$ cat src/rtl/tdc_uart_arbiter.sv
// tdc_uart_arbiter: round-robin arbiter that hands one of four TDC channel words
// to a UART frame sender, with start timeout and inter-frame gap.
module tdc_uart_arbiter #(
  parameter int GAP_CYCLES    = 40,
  parameter int START_TIMEOUT = 1000
) (
  input  logic        clk_20m,
  input  logic        reset_n,
  input  logic [3:0]  req,
  input  logic [63:0] ch_data,
  output logic [3:0]  ack,
  output logic [15:0] frm_data,
  output logic        frm_valid,
  input  logic        frm_busy,
  output logic        err_timeout,
  output logic [1:0]  last_ch,
  output logic        arb_busy
);
  localparam int CNT_MAX = (GAP_CYCLES > START_TIMEOUT) ? GAP_CYCLES : START_TIMEOUT;
  localparam int CW = (CNT_MAX > 1) ? $clog2(CNT_MAX) : 1;
  typedef enum logic [1:0] {IDLE, WAIT_BUSY, WAIT_DONE, GAP} state_t;
  localparam state_t POST = (GAP_CYCLES == 0) ? IDLE : GAP;
  state_t        state_q, state_d;
  logic [CW-1:0] cnt_q, cnt_d;
  logic [3:0]    ack_q, ack_d;
  logic [15:0]   data_q, data_d;
  logic          valid_q, valid_d;
  logic          err_q, err_d;
  logic [1:0]    last_q, last_d;
  logic          armed_q, armed_d;
  logic [1:0]    win;
  logic          hit;
  // search starts one past the last grant; k=4 wraps back onto last_ch itself
  always_comb begin
    win = last_q;
    hit = 1'b0;
    for (int k = 1; k <= 4; k++) begin
      if (!hit && req[last_q + 2'(k)]) begin
        win = last_q + 2'(k);
        hit = 1'b1;
      end
    end
  end
  always_comb begin
    state_d = state_q;
    cnt_d   = cnt_q;
    ack_d   = '0;
    data_d  = data_q;
    valid_d = valid_q;
    err_d   = 1'b0;
    last_d  = last_q;
    armed_d = 1'b1;
    unique case (state_q)
      IDLE: if (armed_q && hit) begin
        state_d = WAIT_BUSY;
        cnt_d   = '0;
        ack_d   = 4'b0001 << win;
        data_d  = ch_data[{win, 4'b0000} +: 16];
        valid_d = 1'b1;
        last_d  = win;
      end
      WAIT_BUSY: if (frm_busy) begin
        valid_d = 1'b0;
        state_d = WAIT_DONE;
      end else if (cnt_q == CW'(START_TIMEOUT - 1)) begin
        valid_d = 1'b0;
        err_d   = 1'b1;
        state_d = POST;
        cnt_d   = '0;
      end else begin
        cnt_d = cnt_q + CW'(1);
      end
      WAIT_DONE: if (!frm_busy) begin
        state_d = POST;
        cnt_d   = '0;
      end
      GAP: if (cnt_q == CW'(GAP_CYCLES - 1)) begin
        state_d = IDLE;
        cnt_d   = '0;
      end else begin
        cnt_d = cnt_q + CW'(1);
      end
      default: state_d = IDLE;
    endcase
  end
  // armed_q holds off grants on the first edge after reset release
  always_ff @(posedge clk_20m or negedge reset_n) begin
    if (!reset_n) begin
      state_q <= IDLE;
      cnt_q   <= '0;
      ack_q   <= '0;
      data_q  <= '0;
      valid_q <= 1'b0;
      err_q   <= 1'b0;
      last_q  <= 2'd3;
      armed_q <= 1'b0;
    end else begin
      state_q <= state_d;
      cnt_q   <= cnt_d;
      ack_q   <= ack_d;
      data_q  <= data_d;
      valid_q <= valid_d;
      err_q   <= err_d;
      last_q  <= last_d;
      armed_q <= armed_d;
    end
  end
  assign ack         = ack_q;
  assign frm_data    = data_q;
  assign frm_valid   = valid_q;
  assign err_timeout = err_q;
  assign last_ch     = last_q;
  assign arb_busy    = (state_q != IDLE);
endmodule

$ cat config.mk
export PLATFORM = sky130hd
export DESIGN_NAME = tdc_uart_arbiter
export DESIGN_NICKNAME = d
export VERILOG_FILES = /design/src/rtl/tdc_uart_arbiter.sv
export SDC_FILE = /design/constraint.sdc
export NUM_CORES = 1
export LEC_CHECK = 0
export BUFFER_PORTS_ARGS = -buffer_cell sky130_fd_sc_hd__buf_2
export CAP_MARGIN = 20
export CELL_PAD_IN_SITES_DETAIL_PLACEMENT = 1
export CELL_PAD_IN_SITES_GLOBAL_PLACEMENT = 2
export CORE_MARGIN = 3
export CORE_UTILIZATION = 25
export CTS_BUF_LIST = sky130_fd_sc_hd__clkbuf_2 sky130_fd_sc_hd__clkbuf_4 sky130_fd_sc_hd__clkbuf_8
export CTS_CLUSTER_SIZE = 24
export DETAILED_ROUTE_END_ITERATION = 8
export HOLD_SLACK_MARGIN = 0.1
export PLACE_DENSITY = 0.84
export SKIP_CTS_REPAIR_TIMING = 1
export SLEW_MARGIN = 20
export SYNTH_ARGS = -nofsm -noshare
export SYNTH_HDL_FRONTEND = slang
export SYNTH_SLANG_ARGS = --single-unit
$ cat constraint.sdc
create_clock -name clk_20m -period 2.1 [get_ports clk_20m]
set_input_delay 0.42 -clock clk_20m [delete_from_list [all_inputs] [get_ports clk_20m]]
set_output_delay 0.42 -clock clk_20m [all_outputs]
set_load 0.05 [all_outputs]
==> impl.org <==
** Outcome
- Outcome :: finished clean

** Timing
- Post-Route Skew :: approximately 0.011 ns
- For the pin with the worst max-slew slack, the measured transition is 0.6419 ns.
- Period minus WS final :: 2.078 ns
- Setup-violating endpoint count in the final report :: 0
- Summed over all failing endpoints, the final setup total negative slack is 0 ns.
- Setup repair after global routing could not meet its margin everywhere.
- Max frequency :: 481.3 MHz
- The count of final hold-check violations was 0.
- The count of final max-slew check failures was 0.
- Final period utilization :: around 99%
- Measured against its own limit, the worst slew margin works out to 57.20%.

** Logic synthesis
- Top post-synthesis cells by area :: sky130_fd_sc_hd__dfrtp_1 40%, sky130_fd_sc_hd__mux2i_1 15%, sky130_fd_sc_hd__o221ai_1 6.8%
- Yosys synthesis warning count :: 0
- Number of flops mapped to enable cells by yosys :: 0
- Summed over its instances, the top area cell type makes up 40.07% of the synthesized netlist area.
- Among all cell types in the netlist, the one instantiated most often is sky130_fd_sc_hd__dfrtp_1.
- Netlist area before placement :: 0.002186 sq mm
- In the synthesized netlist, the cells that appear most often are 35 x sky130_fd_sc_hd__dfrtp_1, 33 x sky130_fd_sc_hd__mux2i_1, 31 x sky130_fd_sc_hd__nand2_1.
- Cell type with the highest aggregate area in the netlist :: sky130_fd_sc_hd__dfrtp_1
- Post-synthesis sequential element count :: 37
- After synthesis, the netlist uses 42 different library cells.
- Synthesis handed over a netlist of 220 instances.
- The most used flip-flop cell after synthesis is sky130_fd_sc_hd__dfrtp_1.
- Sequential elements use between 40% and 50% of the synthesized area.
- Counting every net in the synthesized netlist gives 296.
- Average cell area after synthesis :: between 9 and 10 sq um
- Asr flop ratio synth :: 100.0%

** Placement
- Dpl cell area :: 0.002924 sq mm
- Port bufs :: 95
- Detailed placement HPWL :: 5240 um
- Final Wtd Congestion :: 0.7377

** GRT
- Entering global routing, the biggest net connects 32 pins.
- Via count of the first global-routing pass :: 2323
- Grt total ovfl :: 0
- For this run, the total global-route usage over all layers was measured as a little over an eighth.
- The first global-routing pass estimated about 11000 um of wire.
- The initial antenna violation count was 0.

** Power and ir drop
- Peak supply drop :: 546.3 uV
- Sequential share of power :: 24.5%
- The share of total power dissipated in combinational logic is 63.7%.
- Net switching is 47.44% of the power.
- Share of power burned in the clock network :: between 10% and 20%
- Net switching power :: 2.168 mW
- Standby leakage power :: about 1.6 nW
- In this run the power density over the cells is ~1400 mW/mm^2.
- P_int :: 2.402 mW

** Route
- For this block, the initial DRC count from the detailed router was 98.
- Count of unresolved DRC violations after routing :: 0
- The first detailed-routing pass ran for 4 iterations.
- Number of nets with antenna violations after detailed routing :: 0
- Wire length per cell after detailed routing :: 16.32 um
- After detailed routing, the total wire length is 7212 um.
- Number of vias per cell :: 4.860
- Across all layers, the routed design uses about 2.1k vias.

** Setup path
- Startpoint type of the worst setup path :: register
- The most critical setup path has its startpoint at cnt_q[7].
- The endpoint identified for the worst register-to-register timing path is state_q[1].
- Slowest cell delay on critical path :: 0.55 ns
- Count of cells along the worst register-to-register path :: 6
- The startpoint identified for the worst register-to-register timing path is cnt_q[7].
- Setup slack of the worst register-to-register path :: roughly 0.022 ns
- Crit end category :: register
- Kind of cell with the highest combined delay on the critical path :: simple AND/OR/NAND/NOR gates
- Data on the critical path is required at its endpoint by 2.27 ns.
- Together, buffers and inverters on the worst path number 1.
- CP Max Fanout :: 4
- Critical path arrival :: 2.25 ns
- The largest individual stage delay along the critical path comes from the cell sky130_fd_sc_hd__or4_4.
- Sequence of cells on the critical path :: or4_4 > o41ai_4 > buf_4 > and3_4 > o21ai_2 > mux2_4
- By startpoint and endpoint, the worst setup path is classified as register to register.

** Die
- Width of the die :: 99.51 um
- Boundary Pins :: 96
- Measured along the y axis, the die boundary spans around 100 um.
- Area of the die :: between 0.009 and 0.01 sq mm
- For this configuration, the core starts out at a cell density of 26.21%.
- The core region is 0.008341 sq mm.
- After floorplanning, the core was divided into 33 placement rows.

** Clock tree
- Total CTS buffers :: 5
- In this run the deepest clock path goes through 2 buffers.
- CTS tree :: built
- Clock-pin slew of the registers on the worst-case setup and hold paths :: 0.08 ns
- TritonCTS Sinks :: 37
- The tree is rooted in a sky130_fd_sc_hd__clkbuf_8.
- The clock reaches the later pin of the worst-skew pair after 0.29 ns.
- Maximum level of the CTS H-tree :: 2

** Layout
- Number of filler instances in the final layout :: 985
- Cells fill 37.98% of the core in the end.
- After routing the design area is 0.003168 sq mm.
- Antenna diode instance count :: 0
- In the final design database the tool counted 412 nets.
- Relative to the synthesized area, the layout overhead comes to 44.93%.
- Of the cells placed in the final design, the portion with a size suffix greater than 1 is 45.70%.

** Run
- The tool flagged a number of max-cap violations equal to 0.

** Min path
- Worst hold-check path type :: input port to asynchronous set/reset pin
worst max-delay path by stage:
stage,depth (start not counted),to
3_3_place_gp,8,frm_data[2]
2_1_floorplan,6,frm_data[10]
5_1_grt,6,state_q[1]
4_1_cts,4,frm_data[6]
3_5_place_dp,5,frm_data[6]
6_report,6,state_q[1]
cell families after synthesis:
group                      share of synthesized area, %
DFF                                               42.47
adders and majority gates                         2.862
muxes                                             16.83
other                                            0.1716
and+or+nand+nor                                   13.57
AOI/OAI and AO/OA                                 20.26
buffers and inverters                             3.835
metrics by stage:
| stage | hold WS, ns | power [mW] | setup slack, ns | std cells |
|---|---|---|---|---|
| final | 0.1060 | 4.570 | 0.02218 | 442 |
| after global routing | 0.1402 | 4.887 | -0.02895 | 442 |
| after CTS | 0.1195 | 4.292 | -0.07965 | 437 |
| after detailed placement | 0.4438 | 3.731 | -0.09590 | 429 |
| after global placement | 0.4399 | 3.653 | 0.06939 | 429 |
| after floorplan | 0.1244 | 2.934 | 0.009223 | 220 |
per-layer routing:
metal | vias up | GRT usage, % | wire length [um] | share of wire (%)
met1 | 1032 | 16.25 | 3052 | 42
met3 | 6 | 3.015 | 337 | 4.7
met2 | 59 | 24.33 | 3746 | 52
met4 | 0 | 2.941 | 76 | 1.1
li1 | 1051 | - | - | -
met5 | - | 0 | 0 | 0
state kept, by name, summed over array words and instances (netlist names):
register,cells
armed_q,1
cnt_q,10
err_timeout,1
state_q,2
last_ch,2
ack,4
frm_valid,1
frm_data,16
power by group through the flow:
stage                     Combinational [mW]  Sequential (mW)  Clock, mW
after detailed placement                2.60             1.13          0
after global routing                    3.13             1.16      0.603
after floorplan                         1.20             1.73          0
after CTS                               2.61             1.12      0.560
final                                   2.91             1.12      0.539
after global placement                  2.54             1.12          0
cell type report:
| class | instances | area [sq um] | area share, % |
|---|---|---|---|
| inverter | 8 | 30.03 | 0.9479 |
| timing repair buffer | 120 | 738.2 | 23.30 |
| clock inverter | 2 | 13.76 | 0.4344 |
| tap | 105 | 131.4 | 4.147 |
| clock buffer | 6 | 82.58 | 2.607 |
| multi-input combinational | 164 | 1240 | 39.14 |
| sequential | 37 | 932.1 | 29.42 |
layout by cell type, fill, tap and decap left out, drive strengths merged, types with 2 or more instances in the layout:
master,n
a22o,3
nand3,3
o221ai,17
o21ai,14
or2,2
nor2,13
dfrtp,35
dfstp,2
nand2b,2
buf,118
mux2,3
and3,2
clkbuf,8
a31oi,2
nand2,31
nand4,4
o41ai,3
o22ai,2
a21o,2
inv,8
a21oi,9
ha,5
mux2i,33
clkinv,2
Note: power is estimated with default switching activity, not from simulation.
